### config.mk
export PLATFORM = sky130hd
export DESIGN_NAME = msx_bus_cycle
export DESIGN_NICKNAME = d
export VERILOG_FILES = /design/src/rtl/msx_bus_cycle.sv
export SDC_FILE = /design/constraint.sdc
export NUM_CORES = 1
export LEC_CHECK = 0
export ABC_AREA = 1
export ABC_CLOCK_PERIOD_IN_PS = 1900
export BUFFER_PORTS_ARGS = -buffer_cell sky130_fd_sc_hd__buf_2
export CAP_MARGIN = 20
export CORE_MARGIN = 3
export CORE_UTILIZATION = 49
export CTS_CLUSTER_DIAMETER = 120
export DETAILED_ROUTE_END_ITERATION = 8
export PLACE_DENSITY = 0.82
export SYNTH_ARGS = -nofsm -noshare
export SYNTH_HDL_FRONTEND = slang
export SYNTH_SLANG_ARGS = --single-unit
### constraint.sdc
create_clock -name clk -period 1.9 [get_ports clk]
set_input_delay 0.38 -clock clk [delete_from_list [all_inputs] [get_ports clk]]
set_output_delay 0.38 -clock clk [all_outputs]
set_load 0.005 [all_outputs]
### src/rtl/msx_bus_cycle.sv
// Turns filtered MSX slot strobes into one-clk mem/IO read/write requests and runs the read handshake.
// Latency: request pulse on the clk after the qualifying ena edge; read data drives on the clk after rd_ack.
// Backpressure: no new bus cycle is accepted until the current strobes are released on an ena tick.
module msx_bus_cycle #(
    parameter int ADDR_W     = 16,
    parameter int RD_TIMEOUT = 8
) (
    input  logic              clk,
    input  logic              reset_n,
    input  logic              ena,
    input  logic              sltsl_n,
    input  logic              mreq_n,
    input  logic              iorq_n,
    input  logic              m1_n,
    input  logic              rd_n,
    input  logic              wr_n,
    input  logic [ADDR_W-1:0] addr,
    input  logic [7:0]        data_in,
    input  logic [7:0]        rdata,
    input  logic              rd_ack,
    output logic              mem_rd_req,
    output logic              mem_wr_req,
    output logic              io_rd_req,
    output logic              io_wr_req,
    output logic [ADDR_W-1:0] addr_q,
    output logic [7:0]        wdata_q,
    output logic [7:0]        rdata_q,
    output logic              data_oe,
    output logic              rd_timeout,
    output logic              busy
);

    typedef enum logic [2:0] {
        IDLE,
        REQ,
        RD_WAIT,
        RD_DRIVE,
        RELEASE
    } state_t;

    localparam logic [7:0] TO_LAST = 8'(RD_TIMEOUT - 1);

    state_t     state;
    logic [7:0] to_cnt;
    logic       cyc_rd;

    logic q_mem_rd, q_mem_wr, q_io_rd, q_io_wr, q_any;

    // IO cycles with M1 low are interrupt acknowledges and are never decoded.
    assign q_mem_rd = ~sltsl_n & ~mreq_n & iorq_n & ~rd_n &  wr_n;
    assign q_mem_wr = ~sltsl_n & ~mreq_n & iorq_n &  rd_n & ~wr_n;
    assign q_io_rd  = ~iorq_n  &  mreq_n & m1_n   & ~rd_n &  wr_n;
    assign q_io_wr  = ~iorq_n  &  mreq_n & m1_n   &  rd_n & ~wr_n;
    assign q_any    = q_mem_rd | q_mem_wr | q_io_rd | q_io_wr;

    always_ff @(posedge clk or negedge reset_n) begin
        if (!reset_n) begin
            state      <= IDLE;
            to_cnt     <= 8'd0;
            cyc_rd     <= 1'b0;
            mem_rd_req <= 1'b0;
            mem_wr_req <= 1'b0;
            io_rd_req  <= 1'b0;
            io_wr_req  <= 1'b0;
            addr_q     <= '0;
            wdata_q    <= 8'h00;
            rdata_q    <= 8'hFF;
            data_oe    <= 1'b0;
            rd_timeout <= 1'b0;
            busy       <= 1'b0;
        end else begin
            mem_rd_req <= 1'b0;
            mem_wr_req <= 1'b0;
            io_rd_req  <= 1'b0;
            io_wr_req  <= 1'b0;
            rd_timeout <= 1'b0;

            case (state)
                IDLE: begin
                    if (ena && q_any) begin
                        addr_q     <= addr;
                        if (q_mem_wr || q_io_wr)
                            wdata_q <= data_in;
                        mem_rd_req <= q_mem_rd;
                        mem_wr_req <= q_mem_wr;
                        io_rd_req  <= q_io_rd;
                        io_wr_req  <= q_io_wr;
                        cyc_rd     <= q_mem_rd | q_io_rd;
                        busy       <= 1'b1;
                        state      <= REQ;
                    end
                end

                REQ: begin
                    to_cnt <= 8'd0;
                    state  <= cyc_rd ? RD_WAIT : RELEASE;
                end

                RD_WAIT: begin
                    // A strobe release beats a simultaneous ack; an ack beats the timeout.
                    if (ena && rd_n) begin
                        rd_timeout <= 1'b1;
                        state      <= RELEASE;
                    end else if (rd_ack) begin
                        rdata_q <= rdata;
                        data_oe <= 1'b1;
                        state   <= RD_DRIVE;
                    end else if (ena) begin
                        to_cnt <= to_cnt + 8'd1;
                        if (to_cnt == TO_LAST) begin
                            rd_timeout <= 1'b1;
                            state      <= RELEASE;
                        end
                    end
                end

                RD_DRIVE: begin
                    if (ena && rd_n) begin
                        data_oe <= 1'b0;
                        busy    <= 1'b0;
                        state   <= IDLE;
                    end
                end

                RELEASE: begin
                    if (ena && rd_n && wr_n) begin
                        busy  <= 1'b0;
                        state <= IDLE;
                    end
                end

                default: begin
                    data_oe <= 1'b0;
                    busy    <= 1'b0;
                    state   <= IDLE;
                end
            endcase
        end
    end

endmodule

# ---- Word-level counts from Yosys, hierarchy flattened
# Cells that the tools add are included.
# Widths: inputs -> output; s select.
dict set report classes {
  n_addsub 1
  muxes 33
  n_lt_le_gt_ge 0
  multipliers 0
  eq_ne 14
  shifts 0
  div 0
  reduce_logical 15
  bitwise_logic 24
}
# operator count
set ops {}
lappend ops {{$mux 3} 8}
lappend ops {{$mux 8} 3}
lappend ops {{$mux 1} 18}
lappend ops {{$pmux 8 s2} 1}
lappend ops {{$pmux 3 s5} 1}
lappend ops {{$ne 2x2->1 const B} 7}
lappend ops {{$and 1x1->1} 12}
lappend ops {{$reduce_and 4->1} 3}
lappend ops {{$add 8x1->8 const B} 1}
lappend ops {{$eq 8x3->1 const B} 1}
lappend ops {{$ne 4x4->1 const B} 2}
lappend ops {{$not 1->1} 8}
lappend ops {{$eq 3x2->1 const B} 2}
lappend ops {{$reduce_and 3->1} 2}
lappend ops {{$reduce_and 5->1} 1}
lappend ops {{$or 1x1->1} 4}
lappend ops {{$pmux 1 s4} 1}
lappend ops {{$eq 3x1->1 const B} 1}
lappend ops {{$eq 3x3->1 const B} 1}
lappend ops {{$logic_and 1x1->1} 3}
lappend ops {{$logic_not 3->1} 1}
lappend ops {{$pmux 1 s3} 1}
lappend ops {{$reduce_or 3->1} 1}
lappend ops {{$reduce_and 2->1} 1}
lappend ops {{other kinds (3)} 3}
dict set report totals {
  latch_bits 0
  rom_bits 0
  mem_bits_rw 0
  reg_bits 51
  input_bits 42
  out_inout_bits 39
  mem_count 0
}

# ---- Longest topological paths before layout
# Gate-level depths: netlist of run 1.
dict set report depth {
  word_depth 11
  ltp_mapped 9
  ltp_nobuf 9
}

# ---- Least setup slack after synthesis of run 1
# OpenSTA, ideal clock, no wires.
dict set report synth_timing {
  path_type {flip-flop to flip-flop}
  startpoint {register state[0]}
  endpoint {register wdata_q[0]}
  required_ns 1.784
  path_stages_with_launch 9
  arrival_ns 1.209
  setup_slack_ns 0.574
  synth_period_minus_slack_ns 1.326
  n_path_buf 0
  path_cell_list {dfrtp_1 -> inv_1 -> nand2_2 -> nor2_2 -> inv_2 -> nor2_2 -> inv_2 -> nand2_1 -> nand2_1}
}
dict set report synth_via {
  elab_chain_len 2
}
# element line_no
set synth_lines {}
lappend synth_lines {{start, declared} 43} ;# state_t state;
lappend synth_lines {{start signal, assigned} 96} ;# state <= cyc_rd ? RD_WAIT : RELEASE;
lappend synth_lines {{$logic_not 3->1} 78} ;# case (state)
lappend synth_lines {{$reduce_and 3->1 (no source line)} -}
lappend synth_lines {{end signal, assigned} 83} ;# wdata_q <= data_in;
lappend synth_lines {{end, declared} 26} ;# output logic [7:0] wdata_q,
# Every way passes these cells.
# A chain may end at the register's enable or synchronous reset.

# ---- Worst setup path after layout of run 1
dict set report layout_timing {
  startpoint {register to_cnt[0]}
  endpoint {register state[1]}
}
dict set report layout_via {
  elab_chain_len 3
}
# element line_no
set layout_lines {}
lappend layout_lines {{start, declared} 44} ;# logic [7:0] to_cnt;
lappend layout_lines {{start signal, assigned} 109} ;# to_cnt <= to_cnt + 8'd1;
lappend layout_lines {{$eq 8x3->1} 110} ;# if (to_cnt == TO_LAST) begin
lappend layout_lines {{$ne 4x4->1 (no source line)} -}
lappend layout_lines {{$reduce_and 5->1 (no source line)} -}
# Every way passes these cells.

==> impl_metrics.tcl, run 1 <==
set metrics [dict create \
    status "finished, final reports clean" \
    arrival_ns 1.66 \
    tightestPinTransition_ns 0.4261 \
    dp_cells 414 \
    clkTransAtPathRegs_ns 0.09 \
    htree_num_levels 2 \
    n_antenna_cell 0 \
    synth.net_count 324 \
    setup_viol 0 \
    finalPower_mw 3.565 \
    detail-route-antenna-nets 0 \
    cp-start-kind "flip-flop" \
    cts_root_buf "clkbuf_8" \
    fmax_ghz 0.6651 \
    end_kind "flip-flop" \
    cts_made_buffers 5 \
    viasPerCell 4.981 \
    synth_edf_count 0 \
    max_cap_viol_count 0 \
    initial_core_util_pct 51.89 \
    post_cts_buffers 0 \
    final_cell_area_sq_um 2868 \
    cts_tree "built" \
    synth.yosys.seq_area_share_pct 55.78 \
    synth_top_flop_cell "dfrtp_1" \
    ctsResizeCount 0 \
    antenna_found_initial 0 \
    setup.worst_path.start "to_cnt[0]" \
    post_dp_cell_area_sq_um 2786 \
    yosysWarnings 0 \
    num_vias 2102 \
    final_hold_viol_count 0 \
    hold_class "primary input to asynchronous set/reset pin" \
    insertion_delay_ns 0.29 \
    ios 81 \
    io_buffers 80 \
    slew_violations 0 \
    power-per-cell-area_nw_per_um2 1243 \
    fin_cells 422 \
    p_leak_nw 1.631 \
    place_congestion 0.8454 \
    layout.nets 412 \
    grt_max_degree 22 \
    grt_pass1_wl_um 8217 \
    nFillCells 357 \
    grt_remaining_overflow 0 \
    grt_setup_unrepaired "false" \
    clock_path_buffers 2 \
    areaGrowthSynthToFinish_pct 24.36 \
    dp_hpwl_um 3930 \
    crit_type "flip-flop to flip-flop" \
    fin_setup_tns_ns 0 \
    clkSinkCount 51 \
    grt_use_total_pct 18.86 \
    critical_path.max_fanout 6 \
    ys_ff_latch 51 \
    fp-row-count 24 \
    synth_area_sq_um 2306 \
    die_h_um 74.60 \
    die-area_sq_um 5565 \
    slew_headroom_pct 71.59 \
    critical_path_required_ns 2.06 \
    wl_per_cell_um 12.11 \
    skew_ns 0.007272 \
    drt_iter0_drc 91 \
    finalCriticalPeriod_ns 1.504 \
    fp.coreArea_sq_um 4444 \
    synth_area_per_cell_sq_um 8.206 \
    worst_r2r_startpoint "to_cnt[0]" \
    first_pass_iters 4 \
    postCtsHoldBufs 0 \
    drive_gt1_share_pct 31.08 \
    synth.distinct_cells 29 \
    ir_drop_v 0.0006134 \
    async_flop_share_pct 100.0 \
    grt_pass1_vias 1810 \
    wl_um 5109 \
    drc 0 \
    syn_inst 281 \
    period_share_pct 79.14 \
    die_x_um 74.60 \
]
routing by layer:
layer | routed length (um) | vias to the layer above | GRT usage, %
met2 | 2589 | 54 | 31.80
met4 | 34 | 0 | 5.138
met1 | 2234 | 988 | 25.07
met5 | 0 | - | 0
met3 | 251 | 4 | 3.378
li1 | - | 1056 | -
state kept, by name, summed over array words and instances, names as in the netlist:
name        count
addr_q         16
rdata_q         8
to_cnt          8
wdata_q         8
state           3
busy            1
cyc_rd          1
data_oe         1
io_rd_req       1
io_wr_req       1
mem_rd_req      1
mem_wr_req      1
rd_timeout      1
logic make-up after synthesis:
group / share of synthesized area, %
AO/OA/AOI/OAI: 5.914
XOR/XNOR: 0.3799
adder cells (fa/ha/maj): 0.5425
buffers and inverters: 5.426
flip-flops: 55.78
AND/OR/NAND/NOR: 31.96
cells in the mapped netlist, types with 2 or more instances:
master	number	area, sq um
inv_1	20	75.07
nand2_2	3	18.77
inv_2	6	22.52
o21ai_0	11	55.05
dfstp_2	8	210.2
nand4_1	4	25.02
nor2_2	3	18.77
o211ai_1	2	15.01
a21oi_1	2	10.01
dfrtp_1	43	1076
nand3_1	15	75.07
nor2_1	17	63.81
buf_6	2	22.52
nand2_1	130	488.0
report_power, final:
part / switching [mW] / leakage, nW / internal (mW)
logic: 0.726 / 0.938 / 0.516
registers: 0.219 / 0.651 / 1.52
clock network: 0.325 / 0.0422 / 0.259
total: 1.27 / 1.63 / 2.30
cell usage in the layout, fill, tap and decap left out, types with 2 or more instances in the layout:
cell type / count
nand2_1: 130
nor2_2: 3
nand3_1: 15
o211ai_1: 2
inv_2: 6
buf_2: 80
buf_4: 3
dfrtp_1: 43
o21ai_0: 11
nand4_1: 4
a21oi_1: 2
clkbuf_1: 2
dfstp_2: 8
nor2_1: 17
inv_1: 20
nand2_2: 3
clkbuf_8: 5
critical path, cell delays in order, from the launching register on:
cell and delay, ns:
dfrtp_1 0.40, ha_1 0.31, nand2_1 0.12, nor2_1 0.11, nand3_1 0.11, nand3_1 0.09
nand2_1 0.05, inv_1 0.09, o211ai_1 0.09
stage by stage:
| step | setup WS (ns) | hold slack (ns) | utilization (%) |
|---|---|---|---|
| after floorplan | 0.5741 | 0.08441 | - |
| after global placement | 0.3620 | 0.3424 | 62.70 |
| final | 0.3964 | 0.009952 | 64.53 |
| after CTS | 0.4215 | 0.02495 | 64.53 |
| after global routing | 0.2416 | 0.04235 | 64.53 |
| after detailed placement | 0.2546 | 0.3431 | 62.70 |
final cells by class:
type,instances,area [sq um],share of cell area [%]
inverters,26,97.59,3.403
well taps,52,65.06,2.269
repair buffers,84,442.9,15.45
clock inverters,1,5.005,0.1745
flip-flops and latches,51,1286,44.85
clock buffers,7,76.32,2.661
multi-input cells,201,894.6,31.20
path summary, 6_finish.rpt:
| check | depth (start not counted) | slack (ns) | to |
|---|---|---|---|
| setup reg to reg | 8 | 0.40 | state[1] |
| min in group clk | 3 | 0.28 | rdata_q[7] |
| hold reg to reg | 2 | 0.46 | rdata_q[3] |
| hold / removal | 1 | 0.01 | to_cnt[5] |
| max in group asynchronous | 2 | 1.35 | addr_q[5] |
| setup / recovery | 8 | 0.40 | state[1] |
(Power assumes the default switching activity.)
==> run 2: changes to the inputs <==
--- a/config.mk
+++ b/config.mk
@@ -6,7 +6,7 @@
 export NUM_CORES = 1
 export LEC_CHECK = 0
 export ABC_AREA = 1
-export ABC_CLOCK_PERIOD_IN_PS = 1900
+export ABC_CLOCK_PERIOD_IN_PS = 1450
 export BUFFER_PORTS_ARGS = -buffer_cell sky130_fd_sc_hd__buf_2
 export CAP_MARGIN = 20
 export CORE_MARGIN = 3
==> constraint.sdc (replaced) <==
create_clock -name clk -period 1.45 [get_ports clk]
set_input_delay 0.29 -clock clk [delete_from_list [all_inputs] [get_ports clk]]
set_output_delay 0.29 -clock clk [all_outputs]
set_load 0.005 [all_outputs]
==> run 2 against run 1 <==
Effect of this change: non-clock buffer count rose by 11; register-to-register slack got worse by 0.27 ns; setup slack got worse by 0.27 ns; cell area rose by 5.0%; largest cell class unchanged; highest routed layer unchanged.
==> impl_metrics.tcl, run 2 (synthesis gave the netlist of run 1 again) <==
set metrics [dict create \
    final_common_cell "nand2_1" \
    antenna_found_initial 0 \
    crit_type "flip-flop to flip-flop" \
    arrival_ns 1.49 \
    ios 81 \
    p_clk_share_pct 20.2 \
    drt_iter0_drc 137 \
    wl_um 5085 \
    utilization_pct 67.76 \
    fin_cells 433 \
    p_leak_nw 1.712 \
    p_sw_share_pct 34.51 \
    fp-row-count 24 \
    areaGrowthSynthToFinish_pct 30.60 \
    die_h_um 74.60 \
    crit_chain "ha_1 > nand2_1 > nor2_1 > nand3_1 > nand3_1 > nand2_1 > inv_1 > o211ai_1" \
    hold_class "primary input to flip-flop" \
    htree_num_levels 2 \
    final_cell_mix "nand2_1 (130), buf_2 (80), dfrtp_1 (43)" \
    finalCriticalPeriod_ns 1.326 \
    largest_reg_flops 16 \
    slowest_stage "dfrtp_1" \
    grt_setup_unrepaired "false" \
    n_antenna_cell 0 \
    dp_cells 424 \
    status "finished, final reports clean" \
    slew_violations 0 \
    cts_tree "built" \
    final_hold_viol_count 0 \
    die-area_sq_um 5565 \
    critical_path.max_fanout 4 \
    cts_made_buffers 5 \
    cp-start-kind "flip-flop" \
    setup_ws_ns 0.1241 \
    critical_path_required_ns 1.62 \
    ir_drop_v 0.0009294 \
    initial_core_util_pct 51.89 \
    clkTransAtPathRegs_ns 0.09 \
    cts_root_buf "clkbuf_8" \
    power-per-cell-area_nw_per_um2 1691 \
    pre_cts_slack_ns -0.01324 \
    skew_ns 0.006521 \
    insertion_delay_ns 0.30 \
    drc 0 \
    grt_use_total_pct 18.76 \
    viasPerCell 4.875 \
    seqPwrFrac_pct 44.4 \
    power.internal_mw 3.336 \
    grt_pass1_wl_um 8300 \
    num_vias 2111 \
    wl_per_cell_um 11.74 \
    post_dp_cell_area_sq_um 2861 \
    fp.coreArea_sq_um 4444 \
    layout.nets 423 \
    p_sw_mw 1.758 \
    fmax_ghz 0.7542 \
    place_congestion 0.7966 \
    setup_viol 0 \
    grt_remaining_overflow 0 \
    io_buffers 80 \
    detail-route-antenna-nets 0 \
    tightestPinTransition_ns 0.3722 \
    grt_max_degree 30 \
    die_x_um 74.60 \
    clkSinkCount 51 \
    r2r_slack_ns 0.12 \
    drive_gt1_share_pct 34.12 \
    first_pass_iters 4 \
    dp_hpwl_um 3877 \
    regMostFlops "addr_q" \
    max_cap_viol_count 0 \
    max_stage_delay_ns 0.40 \
    clock_path_buffers 2 \
    end_kind "flip-flop" \
    grt_pass1_vias 1978 \
    power_frac_comb_pct 35.4 \
    slew_headroom_pct 75.19 \
    final_cell_area_sq_um 3012 \
    period_share_pct 91.44 \
]
[run 2: changes by cell type in the layout (fill, tap and decap cells not counted), moves of 2 or more]
cell      change
nor2_4        +2
clkbuf_1      -2
inv_2         +2
buf_4        +10
nor2_2        -2
inv_1         -2
[run 2: power groups by stage]
stage	Combinational [mW]	Sequential [mW]	Clock (mW)
2_1_floorplan	0.880	2.33	0
3_3_place_gp	1.69	2.28	0
3_5_place_dp	1.77	2.27	0
4_1_cts	1.78	2.26	1.05
5_1_grt	2.07	2.33	1.11
6_report	1.80	2.26	1.03
[run 2: repair_timing]
item	CTS	global route
resized for setup	0	6
setup endpoints to repair	0	30
hold buffers	1	0
endpoints found under the hold margin	22	0
setup buffers	0	0
[run 2: worst paths after layout]
check,start,end,cells past startpoint
max in group asynchronous,reset_n,rdata_q[3],3
min,rdata[0],rdata_q[0],3
min in group asynchronous,reset_n,to_cnt[5],3
min reg2reg,rdata_q[2],rdata_q[2],2
max,to_cnt[0],state[1],8
max reg2reg,to_cnt[0],state[1],8
[run 2: per-stage QoR]
| step | total power, mW | hold WS [ns] | setup TNS (ns) |
|---|---|---|---|
| after CTS | 5.089 | 0.1737 | 0 |
| final | 5.093 | 0.1809 | 0 |
| after global placement | 3.972 | 0.2823 | 0 |
| after detailed placement | 4.040 | 0.2893 | -0.01388 |
| after global routing | 5.513 | 0.1796 | 0 |
| after floorplan | 3.206 | -0.005591 | 0 |
[run 2: critical path, delay by kind of cell, from the launching register on]
family / cells / cell delay [ns]
adder cells (fa/ha/maj): 1 / 0.19
flip-flops: 1 / 0.40
AND/OR/NAND/NOR: 5 / 0.44
AO/OA/AOI/OAI: 1 / 0.09
buffers and inverters: 1 / 0.08
[run 2: per-layer routing]
metal / track usage, % / up-vias / share of wire [%]
li1: - / 1075 / -
met1: 24.50 / 973 / 43
met2: 31.61 / 58 / 50
met3: 4.459 / 5 / 5.5
met4: 4.545 / 0 / 0.83
met5: 0 / - / 0
[run 2: cell type report]
class                      instances  area, sq um
multi-input combinational        201        913.4
tap                               52        65.06
clock inverter                     2        38.79
sequential                        51         1286
fill                             370         1433
clock buffer                       6        82.58
inverter                          26        97.59
timing repair buffer              95        528.0
==> run 3: changes to the inputs <==
--- a/config.mk
+++ b/config.mk
@@ -5,7 +5,7 @@
 export SDC_FILE = /design/constraint.sdc
 export NUM_CORES = 1
 export LEC_CHECK = 0
-export ABC_AREA = 1
+export ABC_AREA = 0
 export ABC_CLOCK_PERIOD_IN_PS = 1450
 export BUFFER_PORTS_ARGS = -buffer_cell sky130_fd_sc_hd__buf_2
 export CAP_MARGIN = 20
@@ -17,3 +17,4 @@
 export SYNTH_ARGS = -nofsm -noshare
 export SYNTH_HDL_FRONTEND = slang
 export SYNTH_SLANG_ARGS = --single-unit
+export TNS_END_PERCENT = 5
==> run 3 against run 2 <==
Effect of this change: the run now ends with setup timing left; global-route usage shrank 0.11 points; via count shrank 15%; first-iteration DRC count shrank 45%; largest power group unchanged; synthesized cell count shrank 36%; critical path type unchanged; total power shrank 7.4%; die area shrank 0.50%.
==> impl_metrics.tcl, run 3 <==
set metrics [dict create \
    status "complete, but fails checks" \
    violations "setup timing" \
    die-area_sq_um 5538 \
    htree_num_levels 2 \
    drc 0 \
    worst_r2r_startpoint "state[0]" \
    ys_ff_latch 51 \
    areaGrowthSynthToFinish_pct 35.24 \
    grt_remaining_overflow 0 \
    yosysMostFrequentCell "dfrtp_1" \
    cp-start-kind "flip-flop" \
    hold_class "primary input to flip-flop" \
    end_kind "flip-flop" \
    synth_area_per_cell_sq_um 12.74 \
    setup_viol 36 \
    synth_top_area_cell "dfrtp_1" \
    final_common_cell "buf_2" \
    p_clk_share_pct 21.4 \
    critical_path_buf_inv_count 1 \
    slew_violations 0 \
    period_share_pct 126.8 \
    first_pass_iters 4 \
    ios 81 \
    die_h_um 74.42 \
    wl_um 5050 \
    ir_drop_v 0.0007712 \
    fp-row-count 24 \
    synthSimpleGateAreaFrac_pct 14.29 \
    crit_chain "or4b_1 > a221o_1 > buf_12 > mux2_4" \
    max_cap_viol_count 0 \
    critPathTopFamily "simple AND/OR/NAND/NOR gates" \
    synth.yosys.seq_area_share_pct 56.08 \
    regMostFlops "addr_q" \
    clkTransAtPathRegs_ns 0.11 \
    max_stage_delay_ns 0.51 \
    post_cts_buffers 0 \
    critical_path_required_ns 1.64 \
    skew_ns 0.01597 \
    arrival_ns 2.03 \
    p_leak_nw 1.586 \
    wl_per_cell_um 14.85 \
    synth_adder_area_share_pct 0.5456 \
    die_x_um 74.42 \
    synth_compound_area_share_pct 6.983 \
    yosys-top-cells-count "dfrtp_1 (43), mux2_2 (17), mux2_4 (16)" \
    power-per-cell-area_nw_per_um2 1520 \
    num_vias 1799 \
    largest_reg_flops 16 \
    p_sw_share_pct 28.51 \
    layout.nets 330 \
    multi_input_area_sq_um 985.9 \
    synth.distinct_cells 36 \
    critical_path.max_fanout 20 \
    cts_tree "built" \
    crit_type "flip-flop to flip-flop" \
    io_buffers 80 \
    syn_inst 180 \
    grt_max_degree 52 \
    setup.worst_path.start "state[0]" \
    dp_hpwl_um 3689 \
    p_sw_mw 1.344 \
    grt_pass1_wl_um 7810 \
    synth.area.top_cells "dfrtp_1 (47%), mux2_4 (10%), dfstp_2 (9.2%)" \
    synth.net_count 223 \
    n_antenna_cell 0 \
    drt_iter0_drc 76 \
    grt_setup_unrepaired "true" \
    synth_area_sq_um 2293 \
    grt_pass1_vias 1715 \
    drive_gt1_share_pct 57.64 \
    tightestPinTransition_ns 0.3060 \
    synth_edf_count 0 \
    async_flop_share_pct 100.0 \
    seq_area_sq_um 1286 \
    viasPerCell 5.291 \
    cts_made_buffers 5 \
    utilization_pct 69.79 \
    antenna_found_initial 0 \
    synth_xor_area_share_pct 0 \
    finalCriticalPeriod_ns 1.838 \
    grt_use_total_pct 18.65 \
    seqPwrFrac_pct 46.8 \
    min_from "addr[2]" \
    clock_path_buffers 2 \
    power.internal_mw 3.370 \
    detail-route-antenna-nets 0 \
    synth_top_flop_cell "dfrtp_1" \
    fmax_ghz 0.5440 \
    nFillCells 326 \
    synth_top_area_share_pct 46.92 \
    slowest_stage "or4b_1" \
    setup_ws_ns -0.3881 \
    cts_root_buf "clkbuf_8" \
    hold_ws_ns 0.1993 \
    insertion_delay_ns 0.31 \
    initial_core_util_pct 51.60 \
    synth_mux_area_share_pct 19.69 \
    place_congestion 0.7509 \
    slew_headroom_pct 79.43 \
    final_cell_mix "buf_2 (80), dfrtp_1 (43), buf_4 (24)" \
    power_frac_comb_pct 31.7 \
    yosysWarnings 0 \
    fp.coreArea_sq_um 4444 \
    final_hold_viol_count 0 \
    clkSinkCount 51 \
    synth_top_family_by_area "multiplexers" \
]
## run 3: cell types whose count changed in the layout (fill, tap and decap cells not counted), sizes merged, moves of 6 or more
cell,before,now
o21ai,13,3
nor3,1,7
nand2b,0,7
mux2,0,33
buf,94,107
nor2,21,7
inv,27,3
nand2,133,12
nand3,16,5
## run 3: worst paths after layout
kind,endpoint,slack [ns],cells past startpoint
worst max-delay path,addr_q[9],-0.39,4
worst min-delay path,addr_q[2],0.20,2
worst max register to register,addr_q[9],-0.39,4
worst min register to register,wdata_q[3],0.51,1
max in group asynchronous,rdata_q[0],0.67,3
min in group asynchronous,addr_q[12],0.48,3
## run 3: cells by family after synthesis
| family | count (synthesis) |
|---|---|
| AND/OR/NAND/NOR | 60 |
| flip-flops | 51 |
| buffers and inverters | 10 |
| multiplexers | 35 |
| AO/OA/AOI/OAI | 23 |
| adder cells (fa/ha/maj) | 1 |
## run 3: area by class of cell
type	count	area share [%]
clock inverter	3	1.493
tap	52	2.098
multi-input combinational	119	31.79
sequential	51	41.47
timing repair buffer	108	20.69
clock buffer	5	2.219
inverter	2	0.2420
## run 3: repair_timing
item                                    in CTS  in global routing
gates cloned                                 0                  0
pin swaps                                    3                  2
hold buffers                                 1                  0
endpoints found under the setup margin      44                 46
hold endpoints to repair                    43                  0
gates resized for setup                      5                  5
## run 3: per-stage QoR
stage / cells / total power, mW / worst slack, ns / setup TNS [ns] / cell area [sq um]
floorplan: 180 / 2.995 / -0.3576 / -8.312 / 2300
global placement: 331 / 3.641 / -0.4136 / -11.48 / 2939
detailed placement: 331 / 3.724 / -0.4439 / -13.13 / 2939
CTS: 340 / 4.757 / -0.3867 / -8.492 / 3085
global route: 340 / 4.998 / -0.4059 / -10.71 / 3102
finish: 340 / 4.714 / -0.3881 / -8.474 / 3102
## run 3: per-layer routing
layer	vias up	global-route usage, %	part of all wire, %
met5	-	0	0
met4	0	6.522	1.3
met3	7	3.514	4.5
met2	46	31.61	51
met1	873	23.92	43
li1	873	-	-
## run 3: power groups by stage
stage / clock, mW / sequential [mW] / combinational (mW)
4_1_cts: 1.03 / 2.21 / 1.52
3_5_place_dp: 0 / 2.22 / 1.50
6_report: 1.01 / 2.21 / 1.50
2_1_floorplan: 0 / 2.24 / 0.750
5_1_grt: 1.08 / 2.27 / 1.65
3_3_place_gp: 0 / 2.20 / 1.44
